<file path="config.mk">
export PLATFORM = sky130hd
export DESIGN_NAME = lvds_prbs_chk_lane
export DESIGN_NICKNAME = d
export VERILOG_FILES = /design/src/rtl/lvds_pkg.sv /design/src/rtl/lvds_prbs_chk_lane.sv
export SDC_FILE = /design/constraint.sdc
export NUM_CORES = 1
export LEC_CHECK = 0
export BUFFER_PORTS_ARGS = -buffer_cell sky130_fd_sc_hd__buf_2
export CELL_PAD_IN_SITES_DETAIL_PLACEMENT = 0
export CELL_PAD_IN_SITES_GLOBAL_PLACEMENT = 1
export CORE_ASPECT_RATIO = 0.7
export CORE_UTILIZATION = 38
export DETAILED_ROUTE_END_ITERATION = 8
export PLACE_DENSITY_LB_ADDON = 0.08
export SLEW_MARGIN = 15
export SYNTH_ARGS = -nofsm -noshare
export SYNTH_HDL_FRONTEND = slang
export SYNTH_SLANG_ARGS = --single-unit
</file>
<file path="constraint.sdc">
create_clock -name clk_i -period 2.7 [get_ports clk_i]
set_input_delay 0.54 -clock clk_i [delete_from_list [all_inputs] [get_ports clk_i]]
set_output_delay 0.54 -clock clk_i [all_outputs]
set_load 0.02 [all_outputs]
</file>
<file path="src/rtl/lvds_pkg.sv">
// Shared types and the PRBS7 predictor used by the per-lane LVDS PRBS checker.
package lvds_pkg;

    typedef enum logic [1:0] {
        StWaitAlign = 2'd0,
        StHunt      = 2'd1,
        StLocked    = 2'd2
    } lane_state_e;

    // x^7 + x^6 + 1: s[t] = s[t-6] ^ s[t-7]
    localparam int unsigned PrbsTapA = 7;
    localparam int unsigned PrbsTapB = 6;
    localparam int unsigned MaxWordW = 16;

    // Bit w-1 of a word is earliest on the wire, so {prev, cur} reads oldest-first from the MSB.
    // Each predicted bit of cur uses the received history, which makes the checker self-syncing.
    function automatic logic [MaxWordW-1:0] prbs7_expect(input logic [MaxWordW-1:0] prev_word,
                                                         input logic [MaxWordW-1:0] cur_word,
                                                         input int unsigned w);
        logic [2*MaxWordW-1:0] hist;
        logic [MaxWordW-1:0]   exp_word;
        logic [4:0]            idx_a;
        logic [4:0]            idx_b;
        logic [3:0]            idx_j;
        hist     = ({{MaxWordW{1'b0}}, prev_word} << w) | {{MaxWordW{1'b0}}, cur_word};
        exp_word = '0;
        for (int unsigned j = 0; j < MaxWordW; j++) begin
            if (j < w) begin
                idx_a           = 5'(j + PrbsTapA);
                idx_b           = 5'(j + PrbsTapB);
                idx_j           = 4'(j);
                exp_word[idx_j] = hist[idx_a] ^ hist[idx_b];
            end
        end
        return exp_word;
    endfunction

endpackage

</file>
<file path="src/rtl/lvds_prbs_chk_lane.sv">
// Single-lane PRBS7 checker: input register, prime, compare, lock FSM and error counter.
module lvds_prbs_chk_lane
    import lvds_pkg::*;
#(
    parameter int unsigned DataW     = 8,
    parameter int unsigned LockCnt   = 64,
    parameter int unsigned UnlockCnt = 4,
    parameter int unsigned ErrCntW   = 16
) (
    input  logic               clk_i,
    input  logic               rst_i,
    input  logic [DataW-1:0]   word_i,
    input  logic               valid_i,
    input  logic               align_i,
    input  logic               clr_i,
    output logic               lock_o,
    output logic               err_flag_o,
    output logic [ErrCntW-1:0] err_cnt_o
);

    localparam int unsigned GoodW = $clog2(LockCnt + 1);
    localparam int unsigned BadW  = $clog2(UnlockCnt + 1);

    lane_state_e        state_q, state_d;
    logic [DataW-1:0]   word_q, word_d;
    logic [DataW-1:0]   prev_q, prev_d;
    logic               valid_q, valid_d;
    logic               primed_q, primed_d;
    logic [GoodW-1:0]   good_cnt_q, good_cnt_d;
    logic [BadW-1:0]    bad_cnt_q, bad_cnt_d;
    logic [ErrCntW-1:0] err_cnt_q, err_cnt_d;
    logic               err_flag_q, err_flag_d;
    logic [DataW-1:0]   exp_word;
    logic               word_good;

    // All-zero is the PRBS lock-up state, so it is never accepted as good.
    always_comb begin
        exp_word  = DataW'(prbs7_expect(MaxWordW'(prev_q), MaxWordW'(word_q), DataW));
        word_good = (word_q == exp_word) && (word_q != '0);
    end

    always_comb begin
        valid_d = valid_i & align_i;
        word_d  = valid_d ? word_i : word_q;
    end

    always_comb begin
        state_d    = state_q;
        prev_d     = prev_q;
        primed_d   = primed_q;
        good_cnt_d = good_cnt_q;
        bad_cnt_d  = bad_cnt_q;
        err_cnt_d  = err_cnt_q;
        err_flag_d = 1'b0;
        if (!align_i) begin
            state_d = StWaitAlign;
        end else begin
            case (state_q)
                StWaitAlign: begin
                    state_d    = StHunt;
                    good_cnt_d = '0;
                    primed_d   = 1'b0;
                end
                StHunt, StLocked: begin
                    if (valid_q) begin
                        prev_d = word_q;
                        if (!primed_q) begin
                            primed_d = 1'b1;
                        end else if (state_q == StHunt) begin
                            if (word_good) begin
                                good_cnt_d = good_cnt_q + 1'b1;
                                if (good_cnt_q == GoodW'(LockCnt - 1)) begin
                                    state_d   = StLocked;
                                    bad_cnt_d = '0;
                                end
                            end else begin
                                good_cnt_d = '0;
                            end
                        end else if (word_good) begin
                            bad_cnt_d = '0;
                        end else begin
                            err_flag_d = 1'b1;
                            bad_cnt_d  = bad_cnt_q + 1'b1;
                            if (err_cnt_q != '1) begin
                                err_cnt_d = err_cnt_q + 1'b1;
                            end
                            if (bad_cnt_q == BadW'(UnlockCnt - 1)) begin
                                state_d    = StHunt;
                                good_cnt_d = '0;
                            end
                        end
                    end
                end
                default: state_d = StWaitAlign;
            endcase
        end
        if (clr_i) begin
            err_cnt_d = '0;
        end
    end

    always_ff @(posedge clk_i) begin
        if (rst_i) begin
            state_q    <= StWaitAlign;
            word_q     <= '0;
            prev_q     <= '0;
            valid_q    <= 1'b0;
            primed_q   <= 1'b0;
            good_cnt_q <= '0;
            bad_cnt_q  <= '0;
            err_cnt_q  <= '0;
            err_flag_q <= 1'b0;
        end else begin
            state_q    <= state_d;
            word_q     <= word_d;
            prev_q     <= prev_d;
            valid_q    <= valid_d;
            primed_q   <= primed_d;
            good_cnt_q <= good_cnt_d;
            bad_cnt_q  <= bad_cnt_d;
            err_cnt_q  <= err_cnt_d;
            err_flag_q <= err_flag_d;
        end
    end

    assign lock_o     = (state_q == StLocked);
    assign err_flag_o = err_flag_q;
    assign err_cnt_o  = err_cnt_q;

endmodule

</file>
* Yosys cells after proc, flatten, opt, wreduce, memory -nomap -nowiden
Cells that the tools add are included.
Word-level totals: word-level logic and storage cells 79, input bits 13, output and inout port bits 18, register bits 46
Cells by class: eq/ne operators 15, add/sub/neg operators 3, bitwise logic cells 16, reductions and logical operators 14, multiplexer cells 22
Operators by type and width (number):
- 7-bit 2-to-1 mux | 6
- 6-bit AND reduction | 3
- 16-bit by 1-bit adder with 16-bit output, second input constant | 1
- 16-bit inequality test, second input constant | 1
- 3-bit inequality test, second input constant | 5
- 15-bit by 8-bit OR with 15-bit output | 1
- 2-bit 2-to-1 mux | 7
- 7-bit one-hot mux with 2 select lines | 1
- 3-bit 2-to-1 mux | 4
- 8-bit equality test | 1
- 8-bit nonzero test | 1
- 1-bit bitwise XOR | 8
- 7-bit by 1-bit adder with 7-bit output, second input constant | 1
- 7-bit by 6-bit equality test with 1-bit output, second input constant | 1
- 7-bit AND reduction | 1
- 2-bit inequality test, second input constant | 3
- 1-bit NOT | 6
- 3-bit AND reduction | 2
- 2-bit OR reduction | 3
- 6-bit OR reduction | 1
- 2-bit one-hot mux with 2 select lines | 1
- 3-bit by 1-bit adder with 3-bit output, second input constant | 1
- 3-bit by 2-bit equality test with 1-bit output, second input constant | 1
- 2-bit by 1-bit equality test with 1-bit output, second input constant | 1
- 8 further kinds | 9

* Depth between registers and ports, before layout
depth after elaboration 9, depth in mapped cells 11, depth with buffers taken out 8

* Worst setup path before layout
Ideal clock, no wire load.
kind flip-flop to flip-flop, start point reg state_q[0], end point reg err_cnt_q[15] (netlist: err_cnt_o[15]), clock period less this slack 2.588 ns, slack 0.112 ns, arrival 2.518 ns, buffers on the path 3, setup time 0.070 ns, required time 2.630 ns, stages on the path, launching flop included 11, path through dfxtp_1 > inv_1 > ha_1 > buf_2 > and3_1 > clkbuf_1 > nand2_1 > or4_1 > buf_2 > or4_1 > a21oi_1
On the way: word-level cells in the longest chain between the ends 3, elaborated cells between the ends (all ways) 5, classes of those cells eq/ne (2); bitwise (1); reduce/logical (2)
Ends and longest elaborated chain:
- start, declared | line lvds_prbs_chk_lane.sv:24 | lane_state_e state_q, state_d;
- start signal, assigned | line lvds_prbs_chk_lane.sv:104 | state_q <= StWaitAlign;
- start signal, assigned | line lvds_prbs_chk_lane.sv:114 | state_q <= state_d;
- 2-bit equality test / 2-bit by 1-bit equality test with 1-bit output (equally long branches) | line lvds_prbs_chk_lane.sv:58, lvds_prbs_chk_lane.sv:69
- 2-bit OR reduction / 1-bit NOT (equally long branches)
- 7-bit AND reduction (no line) (*)
- end signal, assigned | line lvds_prbs_chk_lane.sv:121 | err_cnt_q <= err_cnt_d;
- end, declared | line lvds_prbs_chk_lane.sv:31 | logic [ErrCntW-1:0] err_cnt_q, err_cnt_d;
Every way passes the cells marked *; elsewhere a longest branch is shown, timed or not. A chain may end at the register's enable or synchronous reset.

* Worst setup path in the final report
Same ends and word-level chain as after synthesis.

==> impl_metrics.py <==
metrics = {
    "outcome": {
        "status": "complete, no violations",
    },
    "clock_tree": {
        "clk_pin_slew_ps": 90,
        "htreeDepth": 2,
        "clockBufferDepth": 2,
        "cts-resized-gates": 0,
        "post_cts_buffers": 0,
        "clk_latency_ps": 300,
        "numClockSinks": 46,
        "holdBufCountCts": 0,
        "cts_root_buf": "clkbuf_8",
        "numCtsBuffers": 5,
        "cts_tree": "done",
    },
    "floorplanning": {
        "die-area_mm2": 0.00663,
        "fp.dieW_um": 96.9,
        "start_util_pct": 40.6,
        "pin_count": 31,
        "num_rows": 23,
        "core_mm2": 0.00590,
        "fp.dieH_um": 68.4,
    },
    "worst_setup_path": {
        "crit_type": "flip-flop to flip-flop",
        "path_common_cell": "or4_1",
        "slowest_stage": "or4_1",
        "cp_data_required_time_ps": 2940,
        "crit_chain": "inv_1, ha_1, and3_1, nand2_1, or4_1, or4_1, a21oi_1",
        "path_max_fanout": 10,
        "endpoint_kind": "flip-flop",
        "slowest_delay_ps": 660,
        "startpoint_type": "flip-flop",
        "cp.arrival_ps": 2690,
    },
    "timing": {
        "hold_viol": 0,
        "post-route-period-util_pct": 90.7,
        "slew_headroom_pct": 62.9,
        "holdWs_ps": 475,
        "rsz0062_at_grt": "false",
        "setup_viol": 0,
        "worst_pin_slew_ps": 552,
        "fin_skew_ps": 8.18,
        "fmax_ghz": 0.408,
        "fin_crit_ps": 2450,
        "slew_violations": 0,
        "finalSetupTns_ps": 0,
    },
    "pwr": {
        "power.total_mw": 1.39,
        "pwr-share-comb_pct": 11.1,
        "switching_share_pct": 24.9,
        "ir_drop_mv": 0.301,
        "switchingPower_mw": 0.345,
        "power_frac_seq_pct": 50.3,
        "pwr-share-clk_pct": 38.6,
        "p_leak_nw": 1.16,
        "power_density_mw_per_mm2": 500,
        "intPower_mw": 1.04,
    },
    "cells_and_area": {
        "layout_common_cells": "46 x dfxtp_1, 44 x nand2_1, 31 x a21oi_1",
        "n_antenna_cell": 0,
        "n_fill_cell": 572,
        "drive_gt1_share_pct": 17.8,
        "fin_nets": 348,
        "regArea_um2": 921,
        "multiInputGateArea_mm2": 0.00137,
        "finalNonFillerCells": 401,
        "finalInstanceArea_mm2": 0.00277,
        "area_delta_synth_final_pct": 15.9,
        "final_common_cell": "dfxtp_1",
    },
    "place": {
        "placed_cells": 394,
        "hpwl_mm": 4.15,
        "dpl_cell_area_mm2": 0.00266,
        "port_buffers": 30,
        "gp_congestion": 0.725,
    },
    "synthesis": {
        "syn-num-nets": 313,
        "synth_area_leader_cell": "dfxtp_1",
        "synth.cell_area_mm2": 0.00239,
        "synthDistinctLibCells": 49,
        "ys.flop_type": "dfxtp_1",
        "synthCells": 291,
        "async_reset_ff_share_pct": 0,
        "synth_area_leaders": "dfxtp_1 38%, nand2_1 6.9%, a21oi_1 6.5%, ha_1 4.7%, nand3_1 4.4%",
        "yosys.area.top_type_share_pct": 38.5,
        "ys_seq_area_share_pct": 38.5,
        "yosys_warnings": 0,
        "synth_edf_count": 0,
        "synth-seq-cells": 46,
        "avgSynthCellArea_um2": 8.23,
    },
    "detailed_routing": {
        "ant_nets": 0,
        "wire_per_inst_um": 14.2,
        "drc": 0,
        "wirelength_mm": 5.71,
        "drt-initial-drc-count": 98,
        "vias": 2175,
        "via_per_inst": 5.42,
        "drt-pass1-iter-count": 6,
    },
    "global_routing": {
        "overflow": 0,
        "grt_usage_pct": 18.3,
        "grt_max_degree": 17,
        "grt_first_pass_wirelength_mm": 9.63,
        "antenna_found_initial": 0,
        "grt_pass1_vias": 1910,
    },
    "run": {
        "cap_violations": 0,
    },
    "worst_hold_path": {
        "hp-class": "input port to flip-flop",
    },
}
## worst paths after layout
| kind | cells past startpoint | startpoint | slack, ps | endpoint |
|---|---|---|---|---|
| max | 7 | state_q[0] | 250 | err_cnt_o[15] |
| min reg2reg | 2 | prev_q[2] | 480 | prev_q[2] |
| min | 3 | word_i[4] | 470 | word_q[4] |
| max reg2reg | 7 | state_q[0] | 250 | err_cnt_o[15] |
## state kept, by name, summed over array words and instances, names as in the netlist
| name | cells |
|---|---|
| err_cnt_o | 16 |
| word_q | 8 |
| good_cnt_q | 7 |
| prev_q | 7 |
| bad_cnt_q | 3 |
| state_q | 2 |
| err_flag_o | 1 |
| primed_q | 1 |
| valid_q | 1 |
## cell usage after synthesis, types with 6 or more instances
library cell / n
dfxtp_1: 46
nand2_1: 44
a21oi_1: 31
nand3_1: 21
inv_1: 11
nor2_1: 10
ha_1: 9
or4_1: 9
o31ai_1: 8
or3_1: 8
xor2_1: 7
clkbuf_1: 6
## area by class of cell
| class | count | area share (%) |
|---|---|---|
| multi-input combinational | 220 | 49.2 |
| sequential | 46 | 33.2 |
| timing repair buffer | 42 | 8.66 |
| tap | 75 | 3.38 |
| clock buffer | 6 | 2.98 |
| inverter | 11 | 1.49 |
| clock inverter | 1 | 1.08 |
## power groups by stage
| stage | clock network (mW) | logic, mW | registers (mW) |
|---|---|---|---|
| floorplan | 0 | 0.0960 | 0.710 |
| global placement | 0 | 0.152 | 0.713 |
| detailed placement | 0 | 0.152 | 0.713 |
| CTS | 0.549 | 0.154 | 0.697 |
| global route | 0.577 | 0.171 | 0.699 |
| finish | 0.536 | 0.154 | 0.697 |
## cells by family after synthesis
group                    count (synthesis)  synth area share [%]
buffers and inverters                   25                  4.50
AO/OA/AOI/OAI                           75                  20.9
multiplexers                             4                  1.78
AND/OR/NAND/NOR                        125                  27.1
flip-flops                              46                  38.5
adder cells (fa/ha/maj)                  9                  4.70
XOR/XNOR                                 7                  2.56
## through the flow
stage / setup slack [ps] / util [%]
2_1_floorplan: 112 / -
3_3_place_gp: 325 / 45.1
3_5_place_dp: 289 / 45.1
4_1_cts: 259 / 47.0
5_1_grt: 28.6 / 47.0
6_report: 250 / 47.0
## critical path, delay by kind of cell, from the launching register on
kind | cells | cell delay [ps]
buffers and inverters | 1 | 80
DFF | 1 | 400
AOI/OAI and AO/OA | 1 | 140
adders and majority gates | 1 | 290
and+or+nand+nor | 4 | 1480
## routing by layer
metal / wire length [um] / track usage (%)
met1: 3440 / 29.0
met2: 1980 / 23.7
met5: 0 / 0
met4: 47 / 5.60
met3: 239 / 3.88
Note: power is estimated with default switching activity, not from simulation.
